### src/rtl/clkscaler_pkg.sv
`default_nettype none
// ============================================================================
// Module   : clkscaler_pkg
// Purpose  : Shared constants and helpers for the multi-channel clock scaler:
//            mode encodings and the trigger priority encoder.
// Revision : 1.0 - initial release
// ============================================================================
package clkscaler_pkg;

    // Per-channel run mode, latched when a channel restarts
    localparam logic MODE_CONT = 1'b0;
    localparam logic MODE_SHOT = 1'b1;

    // Widest trigger vector the encoder accepts, and the width of its result
    localparam int MAX_TRIG_W = 32;
    localparam int K_W_MAX    = 5;

    // Width of a rate index for a given trigger width (never zero-width)
    function automatic int k_width(input int trig_w);
        return (trig_w > 1) ? $clog2(trig_w) : 1;
    endfunction

    // Index of the highest set bit; an all-zero vector yields 0. Callers
    // narrow the result to $clog2(TRIG_W) bits.
    function automatic logic [K_W_MAX-1:0] prio_enc(input logic [MAX_TRIG_W-1:0] vec);
        logic [K_W_MAX-1:0] k;
        k = '0;
        for (int i = 0; i < MAX_TRIG_W; i++) begin
            if (vec[i]) begin
                k = K_W_MAX'(i);
            end
        end
        return k;
    endfunction

endpackage
`default_nettype wire

### src/rtl/multi_clkscaler_if.sv
`default_nettype none
// ============================================================================
// Module   : multi_clkscaler_if
// Purpose  : Control and timing bundle between a controller and the clock
//            scaler: run enable, per-channel trigger/mode in, pulses out.
// Revision : 1.0 - initial release
// ============================================================================
interface multi_clkscaler_if #(
    parameter int CH     = 2,
    parameter int TRIG_W = 6
);
    logic                   enable;
    logic [CH*TRIG_W-1:0]   trigger;
    logic [CH-1:0]          mode;
    logic [CH-1:0]          inc_clk;
    logic                   ref_clk;
    logic [CH-1:0]          busy;

    // Controller side: drives the rate selection, observes the time base
    modport master (
        output enable,
        output trigger,
        output mode,
        input  inc_clk,
        input  ref_clk,
        input  busy
    );

    // Scaler side
    modport slave (
        input  enable,
        input  trigger,
        input  mode,
        output inc_clk,
        output ref_clk,
        output busy
    );
endinterface
`default_nettype wire

### src/rtl/clkscaler_channel.sv
`default_nettype none
// ============================================================================
// Module   : clkscaler_channel
// Purpose  : One scaler channel. Registers its trigger, restarts on any
//            trigger change, and emits a one-cycle increment pulse every
//            P = BASE_DIV >> k cycles (continuous) or once (single-shot).
// Revision : 1.0 - initial release
// ============================================================================
module clkscaler_channel
    import clkscaler_pkg::*;
#(
    parameter int BASE_DIV = 12000,
    parameter int CNT_W    = 19,
    parameter int TRIG_W   = 6
) (
    input  wire logic              clk,
    input  wire logic              reset,
    input  wire logic              enable,
    input  wire logic [TRIG_W-1:0] trigger,
    input  wire logic              mode,
    output logic                   inc_clk,
    output logic                   busy
);

    localparam int              K_W    = k_width(TRIG_W);
    localparam logic [CNT_W-1:0] c_base = CNT_W'(BASE_DIV);
    localparam logic [CNT_W-1:0] c_one  = CNT_W'(1);

    // Channel states: idle (trigger 0), counting, single-shot finished
    localparam logic [1:0] c_st_idle = 2'd0;
    localparam logic [1:0] c_st_run  = 2'd1;
    localparam logic [1:0] c_st_done = 2'd2;

    logic [TRIG_W-1:0] r_trig_q;
    logic [CNT_W-1:0]  r_cnt;
    logic              r_mode;
    logic [1:0]        r_state;
    logic              r_inc;

    logic [K_W-1:0]    w_k;
    logic [CNT_W-1:0]  w_shift;
    logic [CNT_W-1:0]  w_period;
    logic [CNT_W-1:0]  w_last;
    logic              w_restart;

    // Period derived from the registered trigger; saturates at one cycle
    always_comb begin
        w_k      = K_W'(prio_enc(MAX_TRIG_W'(r_trig_q)));
        w_shift  = c_base >> w_k;
        w_period = (w_shift == '0) ? c_one : w_shift;
        w_last   = w_period - c_one;
    end

    // Any difference between the live and registered trigger restarts the
    // channel, even while disabled, so a rate change is never half-applied.
    assign w_restart = (trigger != r_trig_q);

    // Trigger tracking, restart, phase counter, mode latch and pulse register
    always_ff @(posedge clk) begin
        if (!reset) begin
            r_trig_q <= '0;
            r_cnt    <= '0;
            r_mode   <= MODE_CONT;
            r_state  <= c_st_idle;
            r_inc    <= 1'b0;
        end else begin
            r_trig_q <= trigger;
            if (w_restart) begin
                // Restart beats a pulse that would fall on this edge
                r_cnt   <= '0;
                r_inc   <= 1'b0;
                r_mode  <= mode;
                r_state <= (trigger == '0) ? c_st_idle : c_st_run;
            end else if (!enable) begin
                // Frozen: phase kept, no pulses
                r_inc <= 1'b0;
            end else if (r_state == c_st_run) begin
                if (r_cnt == w_last) begin
                    r_cnt <= '0;
                    r_inc <= 1'b1;
                    if (r_mode == MODE_SHOT) begin
                        r_state <= c_st_done;
                    end
                end else begin
                    r_cnt <= r_cnt + 1'b1;
                    r_inc <= 1'b0;
                end
            end else begin
                // Idle or single-shot already fired: counter holds
                r_inc <= 1'b0;
            end
        end
    end

    assign inc_clk = r_inc;
    assign busy    = (r_state == c_st_run);

endmodule
`default_nettype wire

### src/rtl/multi_clkscaler.sv
`default_nettype none
// ============================================================================
// Module   : multi_clkscaler
// Purpose  : Multi-channel clock scaler. Owns the shared base counter and the
//            ref_clk square wave, and instantiates one clkscaler_channel per
//            channel to produce the counter's increment pulses.
// Revision : 1.0 - initial release
// ============================================================================
module multi_clkscaler
    import clkscaler_pkg::*;
#(
    parameter int BASE_DIV = 12000,
    parameter int CNT_W    = 19,
    parameter int TRIG_W   = 6,
    parameter int CH       = 2
) (
    input  wire logic        clk,
    input  wire logic        reset,
    multi_clkscaler_if.slave bus
);

    localparam logic [CNT_W-1:0] c_base_last = CNT_W'(BASE_DIV - 1);

    logic [CNT_W-1:0] r_base_cnt;
    logic             r_ref;
    logic [CH-1:0]    w_inc;
    logic [CH-1:0]    w_busy;

    // Base counter: wraps every BASE_DIV enabled cycles and toggles ref_clk
    always_ff @(posedge clk) begin
        if (!reset) begin
            r_base_cnt <= '0;
            r_ref      <= 1'b0;
        end else if (bus.enable) begin
            if (r_base_cnt == c_base_last) begin
                r_base_cnt <= '0;
                r_ref      <= ~r_ref;
            end else begin
                r_base_cnt <= r_base_cnt + 1'b1;
            end
        end
    end

    // Independent channels; they share only enable and the reset
    for (genvar c = 0; c < CH; c++) begin : g_ch
        clkscaler_channel #(
            .BASE_DIV (BASE_DIV),
            .CNT_W    (CNT_W),
            .TRIG_W   (TRIG_W)
        ) u_channel (
            .clk     (clk),
            .reset   (reset),
            .enable  (bus.enable),
            .trigger (bus.trigger[c*TRIG_W +: TRIG_W]),
            .mode    (bus.mode[c]),
            .inc_clk (w_inc[c]),
            .busy    (w_busy[c])
        );
    end

    assign bus.inc_clk = w_inc;
    assign bus.busy    = w_busy;
    assign bus.ref_clk = r_ref;

endmodule
`default_nettype wire

### src/flat_wrapper.sv
// flat-port wrapper written by rule: the top's interface ports become plain ports
module multi_clkscaler_flat import clkscaler_pkg::*;
#(
    parameter int BASE_DIV = 12000,
    parameter int CNT_W    = 19,
    parameter int TRIG_W   = 6,
    parameter int CH       = 2
)
  (clk, reset, bus_enable, bus_trigger, bus_mode, bus_inc_clk, bus_ref_clk, bus_busy);
  multi_clkscaler_if #(.CH(CH), .TRIG_W(TRIG_W)) bus_i ();
  input  wire logic clk;
  input  wire logic reset;
  input wire logic [$bits(bus_i.enable)-1:0] bus_enable;
  input wire logic [$bits(bus_i.trigger)-1:0] bus_trigger;
  input wire logic [$bits(bus_i.mode)-1:0] bus_mode;
  output wire logic [$bits(bus_i.inc_clk)-1:0] bus_inc_clk;
  output wire logic [$bits(bus_i.ref_clk)-1:0] bus_ref_clk;
  output wire logic [$bits(bus_i.busy)-1:0] bus_busy;
  assign bus_i.enable = bus_enable;
  assign bus_i.trigger = bus_trigger;
  assign bus_i.mode = bus_mode;
  assign bus_inc_clk = bus_i.inc_clk;
  assign bus_ref_clk = bus_i.ref_clk;
  assign bus_busy = bus_i.busy;
  multi_clkscaler #(.BASE_DIV(BASE_DIV), .CNT_W(CNT_W), .TRIG_W(TRIG_W), .CH(CH)) u_core (.clk(clk), .reset(reset), .bus(bus_i));
endmodule
### config.mk
export PLATFORM = sky130hd
export DESIGN_NAME = multi_clkscaler_flat
export DESIGN_NICKNAME = d
export VERILOG_FILES = /design/src/rtl/clkscaler_pkg.sv /design/src/rtl/multi_clkscaler_if.sv /design/src/rtl/clkscaler_channel.sv /design/src/rtl/multi_clkscaler.sv /design/src/flat_wrapper.sv
export SDC_FILE = /design/constraint.sdc
export NUM_CORES = 1
export LEC_CHECK = 0
export BUFFER_PORTS_ARGS = -buffer_cell sky130_fd_sc_hd__buf_4
export CELL_PAD_IN_SITES_DETAIL_PLACEMENT = 1
export CELL_PAD_IN_SITES_GLOBAL_PLACEMENT = 1
export CORE_MARGIN = 8
export CORE_UTILIZATION = 39
export DETAILED_ROUTE_END_ITERATION = 7
export PLACE_DENSITY = 0.69
export SYNTH_ARGS = -nofsm -noshare
export SYNTH_HDL_FRONTEND = slang
export SYNTH_SLANG_ARGS = --single-unit
### constraint.sdc
create_clock -name clk -period 7.9 [get_ports clk]
set_clock_uncertainty 0.1 [all_clocks]
set_input_delay 0.395 -clock clk [delete_from_list [all_inputs] [get_ports clk]]
set_output_delay 0.395 -clock clk [all_outputs]
set_load 0.1 [all_outputs]
# Word-level counts from Yosys, hierarchy flattened
# Index checks and enable logic that the tools add are counted.
[classes]
n_mux = 29
n_reduce_logical = 21
eq_ne = 7
n_bitwise = 5
add_sub_neg = 5
shift = 2
[ops]
columns = ["op", "count"]
rows = [
  ["$mux W19", 5],
  ["$add A19 B1 Y19 const B", 3],
  ["$eq A19 B19 Y1", 2],
  ["$logic_not A19 Y1", 2],
  ["$shr A14 B3 Y19 const A", 2],
  ["$sub A19 B1 Y19 const B", 2],
  ["$mux W2", 12],
  ["$eq A19 B14 Y1 const B", 1],
  ["$mux W3", 6],
  ["$reduce_bool A2 Y1", 8],
  ["$logic_not A6 Y1", 2],
  ["$ne A6 B6 Y1", 2],
  ["$reduce_and A4 Y1", 2],
  ["$reduce_or A4 Y1", 2],
  ["$mux W1", 6],
  ["$reduce_and A2 Y1", 3],
  ["$not A1 Y1", 5],
  ["$eq A2 B1 Y1 const B", 2],
  ["$reduce_or A2 Y1", 2],
]
[word_totals]
wordCells = 81
reg_bits = 78

# Logic depth before layout (Yosys ltp)
# Gate-level depths: netlist of run 1.
[logic_depth]
depth_word = 14
depth_mapped = 12

# Hierarchy
# From an unflattened synthesis of run 1, not the netlist that was laid out.
[unflattened]
cells_unflattened = 503
hier_area_um2 = 4265.3
[by_module_without_submodules]
columns = ["mod", "area_each_um2", "instances", "cells_per_inst"]
rows = [
  ["clkscaler_channel", 1646.6, 2, 197],
  ["multi_clkscaler", 972.2, 1, 109],
]

# Least setup slack after synthesis of run 1
# Ideal clock, no wire load.
[synth_path]
path_kind = "flip-flop to flip-flop"
start = "reg u_core.g_ch[1].u_channel.r_trig_q[3]"
end = "reg u_core.g_ch[1].u_channel.r_state[0]"
synth_period_minus_slack_ns = 2.810
arrival_ns = 2.596
path_slack_ns = 5.090
stages_incl_launch_ff = 11
path_cell_list = "dfxtp_1 buf_2 nor3_1 ha_1 xnor2_1 a2111oi_0 o2111ai_1 or4_1 buf_2 o311a_1 o21a_1"
[synth_between]
elab_chain_cells = 10
elab_cells_between_ends = 15
classes_between = "add/sub (1); eq/ne (2); shift (1); mux (5); reduce/logical (6)"
[synth_rtl]
columns = ["item", "line", "rtl"]
rows = [
  ["start: declaration", "clkscaler_channel.sv:34", "logic [TRIG_W-1:0] r_trig_q;"],
  ["start signal: assignment", "clkscaler_channel.sv:67", "r_trig_q <= trigger;"],
  ["$mux W3 (3 in a row)", "clkscaler_pkg.sv:29", "if (vec[i]) begin"],
  ["$shr A14 B3 Y19", "clkscaler_channel.sv:49", "w_shift = c_base >> w_k;"],
  ["$logic_not A19 Y1", "clkscaler_channel.sv:50", "w_period = (w_shift == '0) ? c_one : w_shift;"],
  ["$mux W19", "clkscaler_channel.sv:50", ""],
  ["$sub A19 B1 Y19", "clkscaler_channel.sv:51", "w_last = w_period - c_one;"],
  ["$eq A19 B19 Y1", "clkscaler_channel.sv:78", "if (r_cnt == w_last) begin"],
  ["$reduce_bool A2 Y1 (no source line)", "--", ""],
  ["$reduce_and A4 Y1 (no source line)", "--", ""],
  ["end signal: assignment", "clkscaler_channel.sv:64", "r_state <= c_st_idle;"],
  ["end signal: assignment", "clkscaler_channel.sv:73", "r_state <= (trigger == '0) ? c_st_idle : c_st_run;"],
  ["end signal: assignment", "clkscaler_channel.sv:82", "r_state <= c_st_done;"],
  ["end: declaration", "clkscaler_channel.sv:37", "logic [1:0] r_state;"],
]
# Parallel ways exist; a longest one is shown, timed or not.
# A chain may end at the register's enable or synchronous reset.

# Worst setup path in the final report of run 1
[layout_path]
start = "reg u_core.g_ch[1].u_channel.r_trig_q[5]"
end = "reg u_core.g_ch[1].u_channel.r_state[0]"
[layout_between]
elab_chain_cells = 8
elab_cells_between_ends = 13
classes_between = "add/sub (1); eq/ne (2); shift (1); mux (3); reduce/logical (6)"
[layout_rtl]
columns = ["item", "line"]
rows = [
  ["$mux W3", "clkscaler_pkg.sv:29"],
  ["$shr A14 B3 Y19", "clkscaler_channel.sv:49"],
  ["$logic_not A19 Y1", "clkscaler_channel.sv:50"],
  ["$mux W19", "clkscaler_channel.sv:50"],
  ["$sub A19 B1 Y19", "clkscaler_channel.sv:51"],
  ["$eq A19 B19 Y1", "clkscaler_channel.sv:78"],
  ["$reduce_bool A2 Y1 (no source line)", "--"],
  ["$reduce_and A4 Y1 (no source line)", "--"],
]
# Parallel ways exist; a longest one is shown, timed or not.

==> results of run 1 <==
==> per-layer routing <==
| metal | share of wire, % | wire length (um) | up-vias | GRT usage [%] |
|---|---|---|---|---|
| met5 | 0 | 0 | - | 0 |
| met4 | 1.5 | 154 | 0 | 5.85 |
| met3 | 1.9 | 192 | 10 | 2.50 |
| met2 | 48 | 4790 | 21 | 24.4 |
| met1 | 49 | 4880 | 1727 | 18.0 |
| li1 | - | - | 1784 | - |
==> cell type report <==
type	count	area, um2
Timing Repair Buffer	21	158
Multi-Input combinational cell	393	2390
Inverter	14	52.6
Clock inverter	3	90.1
Tap cell	136	170
Clock buffer	13	159
Sequential cell	78	1560
Fill cell	1257	5740
==> synth_stat cells, drive strengths merged, types with 2 or more instances <==
| library cell | number |
|---|---|
| o21bai | 2 |
| nand3 | 32 |
| ha | 5 |
| dfxtp | 78 |
| and3 | 7 |
| o21ai | 16 |
| o311a | 2 |
| nand3b | 3 |
| nand4 | 14 |
| o41ai | 3 |
| o31a | 2 |
| nand2b | 5 |
| or3 | 7 |
| nor3b | 4 |
| nor2b | 8 |
| buf | 13 |
| mux2i | 5 |
| a2111oi | 2 |
| o21a | 3 |
| inv | 14 |
| xnor2 | 31 |
| o22ai | 2 |
| xor2 | 30 |
| a21oi | 17 |
| clkbuf | 19 |
| nor2 | 64 |
| a31oi | 7 |
| and2 | 16 |
| nand2 | 49 |
| or4 | 5 |
| nor4 | 9 |
| nor3 | 26 |
==> power by group through the flow <==
stage / combinational [mW] / clock, mW / sequential [mW]
finish: 0.0624 / 0.376 / 0.410
global route: 0.0685 / 0.403 / 0.411
CTS: 0.0632 / 0.385 / 0.410
detailed placement: 0.0629 / 0 / 0.419
global placement: 0.0615 / 0 / 0.418
floorplan: 0.0526 / 0 / 0.411
==> worst reg2reg max path: stages (launching register included) <==
cell	delay, ps
dfxtp_1	650
nor3_1	170
ha_1	300
nor4_1	280
nor3_1	100
xnor2_1	150
o21ai_0	90
or4_1	830
o311a_1	400
o21a_1	190
==> worst paths after layout <==
path	slack, ps	cells past startpoint	from	end
max reg2reg	4550	9	u_core.g_ch[1].u_channel.r_trig_q[5]$_SDFF_PN0_	u_core.g_ch[1].u_channel.r_state[0]$_SDFFE_PN0P_
max	4550	9	u_core.g_ch[1].u_channel.r_trig_q[5]$_SDFF_PN0_	u_core.g_ch[1].u_channel.r_state[0]$_SDFFE_PN0P_
min	170	2	bus_trigger[9]	u_core.g_ch[1].u_channel.r_trig_q[3]$_SDFF_PN0_
min reg2reg	360	2	u_core.g_ch[1].u_channel.r_state[1]$_SDFFE_PN0P_	u_core.g_ch[1].u_channel.r_state[1]$_SDFFE_PN0P_
==> flip-flops by register name, summed over array words and instances (netlist names) <==
| name | count |
|---|---|
| u_core.bus.ref_clk | 1 |
| u_core.g_ch.u_channel.inc_clk | 2 |
| u_core.g_ch.u_channel.r_cnt | 38 |
| u_core.g_ch.u_channel.r_mode | 2 |
| u_core.g_ch.u_channel.r_state | 4 |
| u_core.g_ch.u_channel.r_trig_q | 12 |
| u_core.r_base_cnt | 19 |
==> logic make-up (layout without fill, tap and decap cells) <==
logic type                 Yosys count  in the layout  share of synthesized area (%)
and+or+nand+nor                    254            254                           30.4
DFF                                 78             78                           37.5
AOI/OAI and AO/OA                   67             67                           11.2
xor gates and xnor gates            61             61                           12.8
buffers and inverters               46             51                           5.05
muxes                                6              6                           1.47
adders and majority gates            5              5                           1.50
==> through the flow <==
stage | worst slack (ps) | util, % | hold slack (ps) | total power, mW
after global routing | 4210 | 44.4 | 163 | 0.883
after floorplan | 5090 | - | 326 | 0.464
after global placement | 4640 | 42.0 | 335 | 0.480
final | 4550 | 44.4 | 174 | 0.848
after detailed placement | 4540 | 42.0 | 349 | 0.482
after CTS | 4520 | 44.4 | 154 | 0.858
==> metrics.txt, run 1 <==
commonest non-fill, non-tap cell in the layout=dfxtp_1; post-synthesis sequential area ratio=37.5%; worst-path maximum fanout=16; Leak=1.50 nW; period utilisation layout=42.4%; initial core utilization=40.3%; CTS Hold Bufs=0; layout cell share with drive strength beyond 1=8.43%; Max Slew Vio Count=0; sw power=0.193 mW; GRT Resource Usage Total=14.5%; unrepaired setup endpoints after global routing=no; Synth Register Bits=78; Inserted Clock Buffers=9; Mapped Area=0.00416 mm2; Critical Path RT=8050 ps; sequential share of power=48.3%; outcome=completed; deepest clock path buffer count=2; vias post-DR=3542; combinational power share=7.4%; async set-or-reset flop fraction in the synthesized netlist=0%; die height=119 um; setup tns final=0 ps; Total Wirelength=10000 um; Via density=5.38; cell count after synthesis=517; n_diodes=0; Hold Fails Final Rpt=0; slowest stage cell, crit path=or4_1; top cells by area, synth=dfxtp_1 (38%), xnor2_1 (6.5%), xor2_1 (6.3%), nor2_1 (5.8%), nand2_1 (4.4%); crit-path max cell delay=830 ps; kind of critical path=reg2reg; Relative slew margins=51.6%; largest net degree at the start of global routing=22; CP Capture Type=flop; boundary pin count=22; Worst-path clk slew=80 ps; cells along the critical path=nor3_1 > ha_1 > nor4_1 > nor3_1 > xnor2_1 > o21ai_0 > or4_1 > o311a_1 > o21a_1; Final nets=539; Slew @ Worst Pin=726 ps; placed insts=642; pwr dens=185 mW/mm2; Worst Setup Start Kind=flop; RePlAce Congestion=0.841; Post-CTS Setup Bufs=0; H-tree depth=3; WP data arrival=3500 ps; syn_area_per_cell=8.05 um2; Max-Cap Viols=0; Yosys warning total=0; total die area=0.0142 mm2; Clk Latency, worst-skew pair=350 ps; EDFF count, synth=0; Cell Int Power=0.654 mW; Port Buffers=21; Max rail drop VDD=0.0727 mV; Sw Ratio=22.8%; Synth area leader=dfxtp_1; DRT iter0 DRCs=148; initial antenna violation count=0; vias in the first global route=3538; clock root buffer master=clkbuf_8; Achievable Freq=0.299 GHz; clock share of power=44.3%; Final ANT Viol Nets=0; CTS Sinks=78; post-cts resize count=0; Final Cell Area=0.00458 mm2; CP bufs+invs=0; non-filler cells, final=658; HP Class=in2reg; final setup fails=0; number of remaining DRC errors=0; first-pass GRT wire length=17200 um; min Tclk post-route=3350 ps; commonest cells after routing, fill and taps aside=dfxtp_1 (78), nor2_1 (64), nand2_1 (49), nand3_1 (32), xnor2_1 (31); DP Wirelength=7390 um; crit-path most repeated cell=nor3_1; total gr overflow=0; Yosys top cell area share=37.5%; Placement Rows=37; synth unique cells=56; CORE AREA=0.0103 mm2; Avg WL per Cell=15.2 um; CP top delay family=simple AND/OR/NAND/NOR gates; Post-Place Cell Area=0.00433 mm2; Primary FF master, synth=dfxtp_1; P&R area growth vs syn=10.1%; CTS tree=built; drt pass-1 iters=4; syn nets=539; Die X=119 um
Note: power is estimated with default switching activity, not from simulation.
==> run 2: changes to the inputs <==
--- a/config.mk
+++ b/config.mk
@@ -11,7 +11,7 @@
 export CORE_MARGIN = 8
 export CORE_UTILIZATION = 39
 export DETAILED_ROUTE_END_ITERATION = 7
-export PLACE_DENSITY = 0.69
+export PLACE_DENSITY = 0.72
 export SYNTH_ARGS = -nofsm -noshare
 export SYNTH_HDL_FRONTEND = slang
 export SYNTH_SLANG_ARGS = --single-unit
==> constraint.sdc (replaced) <==
create_clock -name clk -period 2.8 [get_ports clk]
set_clock_uncertainty 0.1 [all_clocks]
set_input_delay 0.14 -clock clk [delete_from_list [all_inputs] [get_ports clk]]
set_output_delay 0.14 -clock clk [all_outputs]
set_load 0.1 [all_outputs]
==> run 2 against run 1 <==
- non-clock buffer count rose by 35
- die area unchanged
- utilization grew 2.9 points
- cell area increased by 6.5%
- wire length is 7.5% higher
- fmax rose by 25%
- sequential share of layout area shrank 2.1 points
- count of clock-buffer cells in the layout shrank 3
- final cell count grew 5.3%
- critical path depth down 1
- power rose to 2.7 times the previous value
==> metrics.txt, run 2 (synthesis results as in run 1) <==
Final nets=574; commonest non-fill, non-tap cell in the layout=dfxtp_1; pwr dens=467 mW/mm2; Clk Latency, worst-skew pair=380 ps; Final Core Density=47.3%; deepest clock path buffer count=2; combinational power share=10.2%; Die X=119 um; Avg WL per Cell=15.5 um; CP Capture Type=flop; HP Class=reg2reg; sw power=0.607 mW; kind of critical path=reg2reg; n_diodes=0; Leak=1.65 nW; Worst Hold Depth=2; vias post-DR=3740; worst-path maximum fanout=6; RePlAce Congestion=0.800; CP Depth=8; Max rail drop VDD=0.294 mV; period utilisation layout=95.8%; Via density=5.40; Total Wirelength=10800 um; first-pass GRT wire length=19000 um; CP bufs+invs=0; drt pass-1 iters=4; Critical Path RT=2980 ps; commonest cells after routing, fill and taps aside=dfxtp_1 (77), nor2_1 (64), nand2_1 (49), buf_4 (39), nand3_1 (32); initial antenna violation count=0; sequential share of power=50.2%; Inserted Clock Buffers=9; Relative slew margins=54.4%; Port Buffers=21; pre-CTS setup slack=14.5 ps; total gr overflow=0; Cell Int Power=1.67 mW; Min Hold Slack=376 ps; clock root buffer master=clkbuf_8; Worst-path clk slew=90 ps; largest net degree at the start of global routing=22; vias in the first global route=3949; Post-CTS Setup Bufs=0; cells along the critical path=nor3_2 > ha_2 > xnor2_1 > a2111oi_1 > o2111ai_1 > or4_4 > o311a_1 > o21a_1; Max Slew Vio Count=0; P&R area growth vs syn=17.3%; min Tclk post-route=2680 ps; fillcell total=1249; Slew @ Worst Pin=684 ps; Achievable Freq=0.373 GHz; unrepaired setup endpoints after global routing=yes; layout cell share with drive strength beyond 1=12.7%; Final WS setup=116 ps; max reg flops=38; boundary pin count=22; clock share of power=39.7%; Hold Fails Final Rpt=0; CTS Sinks=78; reg2reg path depth=8; initial core utilization=40.3%; CORE AREA=0.0103 mm2; final setup fails=0; GRT Resource Usage Total=16.1%; die height=119 um; H-tree depth=3; CTS tree=built; WP data arrival=2860 ps; DRT iter0 DRCs=117; number of remaining DRC errors=0; CP top delay family=compound AO/OA/AOI/OAI gates; biggest regs=u_core.g_ch.u_channel.r_cnt x38, u_core.r_base_cnt x19, u_core.g_ch.u_channel.r_trig_q x12; crit-path max cell delay=490 ps; Placement Rows=37; Final ANT Viol Nets=0; total die area=0.0142 mm2; Top reg by flops=u_core.g_ch.u_channel.r_cnt; DP Wirelength=7750 um; setup tns final=0 ps; Sw Ratio=26.6%; Max-Cap Viols=0; Worst Setup Start Kind=flop; slowest stage cell, crit path=or4_4; outcome=completed
-- run 2: cell types whose count changed in the layout (fill, tap and decap cells not counted), moves of 2 or more --
cell           change
buf_4             +18
clkinvlp_4         +2
clkinv_4           +3
dlygate4sd3_1     +16
clkbuf_1           -2
nor3_2             +3
nor3_1             -3
bufinv_16          -2
-- run 2: cell type report --
type	count	area, um2	share of cell area [%]
clock buffers	10	138	2.82
clock inverters	6	71.3	1.46
inverters	14	52.6	1.08
multi-input cells	393	2410	49.4
flip-flops and latches	78	1560	32.0
well taps	136	170	3.49
repair buffers	56	473	9.69
-- run 2: through the flow --
step | std cells | power, mW | cell area [um2]
finish | 693 | 2.28 | 4880
detailed placement | 661 | 1.38 | 4490
global route | 693 | 2.38 | 4880
CTS | 693 | 2.31 | 4860
global placement | 661 | 1.37 | 4490
floorplan | 517 | 1.31 | 4170
-- run 2: power by group through the flow --
stage | Combinational (mW) | Sequential, mW | Clock (mW)
2_1_floorplan | 0.149 | 1.16 | 0
3_5_place_dp | 0.213 | 1.17 | 0
4_1_cts | 0.232 | 1.14 | 0.932
3_3_place_gp | 0.205 | 1.17 | 0
5_1_grt | 0.255 | 1.15 | 0.981
6_report | 0.232 | 1.14 | 0.905
-- run 2: worst min-delay path, cell delays in order, from the launching register on --
cell and delay [ps]:
dfxtp_1 320, inv_1 50, a21oi_1 60
-- run 2: layer usage --
metal	up-vias	global-route usage, %	routed length [um]
met5	-	0	0
met4	0	5.46	147
met3	11	3.87	278
met2	33	27.5	5250
met1	1838	19.5	5090
li1	1858	-	-
-- run 2: path summary, 6_finish.rpt --
| check | slack [ps] | start | to |
|---|---|---|---|
| worst max-delay path | 120 | u_core.g_ch[1].u_channel.r_trig_q[4]$_SDFF_PN0_ | u_core.g_ch[1].u_channel.r_state[0]$_SDFFE_PN0P_ |
| worst min-delay path | 380 | u_core.g_ch[1].u_channel.r_state[1]$_SDFFE_PN0P_ | u_core.g_ch[1].u_channel.r_state[1]$_SDFFE_PN0P_ |
| worst min register to register | 380 | u_core.g_ch[1].u_channel.r_state[1]$_SDFFE_PN0P_ | u_core.g_ch[1].u_channel.r_state[1]$_SDFFE_PN0P_ |
| worst max register to register | 120 | u_core.g_ch[1].u_channel.r_trig_q[4]$_SDFF_PN0_ | u_core.g_ch[1].u_channel.r_state[0]$_SDFFE_PN0P_ |
-- run 2: timing repair --
action,in CTS,in global routing
gates resized for setup,0,6
endpoints found under the hold margin,17,0
endpoints found under the setup margin,0,39
hold buffers,16,0
==> run 3: changes to the inputs <==
==> constraint.sdc (replaced) <==
create_clock -name clk -period 2.8 [get_ports clk]
set_clock_uncertainty 0.1 [all_clocks]
set_input_delay 0.42 -clock clk [delete_from_list [all_inputs] [get_ports clk]]
set_output_delay 0.42 -clock clk [all_outputs]
set_load 0.1 [all_outputs]
==> run 3 against run 2 <==
- combinational power decreased by 9.1%
- setup slack improved by 2.1 ps
- sequential share of layout area increased by 1.4 points
- flip-flop and latch count unchanged
- utilization decreased by 1.9 points
- count of clock-buffer cells in the layout unchanged
- critical path depth unchanged
- die area unchanged
- hold slack got worse by 200 ps
- power decreased by 6.6%
- critical path type unchanged
- largest cell class unchanged
- highest routed layer unchanged
==> metrics.txt, run 3 (synthesis results as in run 1) <==
min Tclk post-route=2680 ps; Relative slew margins=54.9%; total gr overflow=0; n_diodes=0; vias in the first global route=3788; Critical Path RT=2970 ps; initial core utilization=40.3%; Placement Rows=37; Worst-path clk slew=90 ps; pwr dens=455 mW/mm2; CTS tree=built; worst-path maximum fanout=6; deepest clock path buffer count=2; crit-path max cell delay=500 ps; final setup fails=0; DP Wirelength=7770 um; commonest cells after routing, fill and taps aside=dfxtp_1 (76), nor2_1 (64), nand2_1 (49), buf_4 (39), nand3_1 (32); initial antenna violation count=0; clock root buffer master=clkbuf_8; biggest regs=u_core.g_ch.u_channel.r_cnt x38, u_core.r_base_cnt x19, u_core.g_ch.u_channel.r_trig_q x12; setup tns final=0 ps; layout cell share with drive strength beyond 1=12.9%; CORE AREA=0.0103 mm2; P&R area growth vs syn=12.4%; Via density=5.41; HP Class=in2reg; Post-Place Cell Area=0.00449 mm2; Final Cell Area=0.00468 mm2; Worst Setup Start Kind=flop; Port Buffers=21; kind of critical path=reg2reg; CP Capture Type=flop; drt pass-1 iters=4; Avg WL per Cell=15.4 um; Final nets=558; Final ANT Viol Nets=0; commonest non-fill, non-tap cell in the layout=dfxtp_1; Die X=119 um; DRT iter0 DRCs=161; GRT Resource Usage Total=15.5%; boundary pin count=22; RePlAce Congestion=0.832; Hold Fails Final Rpt=0; CTS Hold Bufs=0; cells along the critical path=nor3_2 > ha_2 > xnor2_1 > a2111oi_1 > o2111ai_1 > or4_4 > o311a_1 > o21a_1; Leak=1.57 nW; period utilisation layout=95.8%; Top reg by flops=u_core.g_ch.u_channel.r_cnt; number of remaining DRC errors=0; vias post-DR=3661; Inserted Clock Buffers=9; Achievable Freq=0.373 GHz; Max Slew Vio Count=0; outcome=completed; Total Wirelength=10400 um; H-tree depth=3; Max rail drop VDD=0.463 mV; CTS Sinks=78; max reg flops=38; largest net degree at the start of global routing=22; WP data arrival=2850 ps; Slew @ Worst Pin=675 ps; Clk Latency, worst-skew pair=370 ps; first-pass GRT wire length=18400 um; slowest stage cell, crit path=or4_4; Max-Cap Viols=0; total die area=0.0142 mm2; die height=119 um
-- run 3: changes by cell type in the layout (fill, tap and decap cells not counted), sizes merged --
cell / previous run / this run
clkinv: 3 / 4
inv: 14 / 16
bufinv: 1 / 0
dlygate4sd3: 16 / 0
clkinvlp: 2 / 0
-- run 3: path summary, 6_finish.rpt --
kind                                                      endpoint  slack [ps]  cells past startpoint                                              from
setup reg to reg  u_core.g_ch[1].u_channel.r_state[0]$_SDFFE_PN0P_         120                      8   u_core.g_ch[1].u_channel.r_trig_q[3]$_SDFF_PN0_
hold reg to reg   u_core.g_ch[1].u_channel.r_state[1]$_SDFFE_PN0P_         360                      2  u_core.g_ch[1].u_channel.r_state[1]$_SDFFE_PN0P_
hold / removal     u_core.g_ch[0].u_channel.r_trig_q[5]$_SDFF_PN0_         180                      2                                    bus_trigger[5]
setup / recovery  u_core.g_ch[1].u_channel.r_state[0]$_SDFFE_PN0P_         120                      8   u_core.g_ch[1].u_channel.r_trig_q[3]$_SDFF_PN0_
-- run 3: cell type report --
type | instances | area, um2
clock buffers | 10 | 128
clock inverters | 6 | 45.0
fillers | 1278 | 5640
inverters | 14 | 52.6
multi-input cells | 393 | 2410
flip-flops and latches | 78 | 1560
well taps | 136 | 170
repair buffers | 40 | 313
-- run 3: timing repair --
item | 4_1_cts | 5_1_grt
buffers inserted | 0 | 0
setup endpoints to repair | 0 | 42
gates resized for setup | 0 | 6
-- run 3: layer usage --
metal	track usage, %	wire, um
met1	19.1	4920
met2	26.2	5080
met3	4.44	307
met4	3.83	132
met5	0	0
-- run 3: report_power, final --
part | switching [mW] | leakage, nW | total [mW] | internal, mW
Clock | 0.446 | 0.0910 | 0.774 | 0.328
Combinational | 0.115 | 0.849 | 0.211 | 0.0956
Sequential | 0.0210 | 0.634 | 1.15 | 1.12
-- run 3: worst max-delay path, delay by kind of cell (launching register included) --
kind	cells	cell delay (ps)
AO/OA/AOI/OAI	4	1020
AND/OR/NAND/NOR	2	720
flip-flops	1	320
adder cells (fa/ha/maj)	1	310
XOR/XNOR	1	120
-- run 3: per-stage QoR --
stage / setup WS (ps) / utilization [%] / std cells / power (mW) / hold WS (ps)
after floorplan: 44.6 / - / 517 / 1.31 / 326
after global placement: 127 / 43.5 / 661 / 1.37 / 335
after detailed placement: 38.7 / 43.5 / 661 / 1.38 / 349
after CTS: 22.8 / 45.2 / 677 / 2.16 / 165
after global routing: -40.0 / 45.3 / 677 / 2.23 / 172
final: 118 / 45.3 / 677 / 2.13 / 181
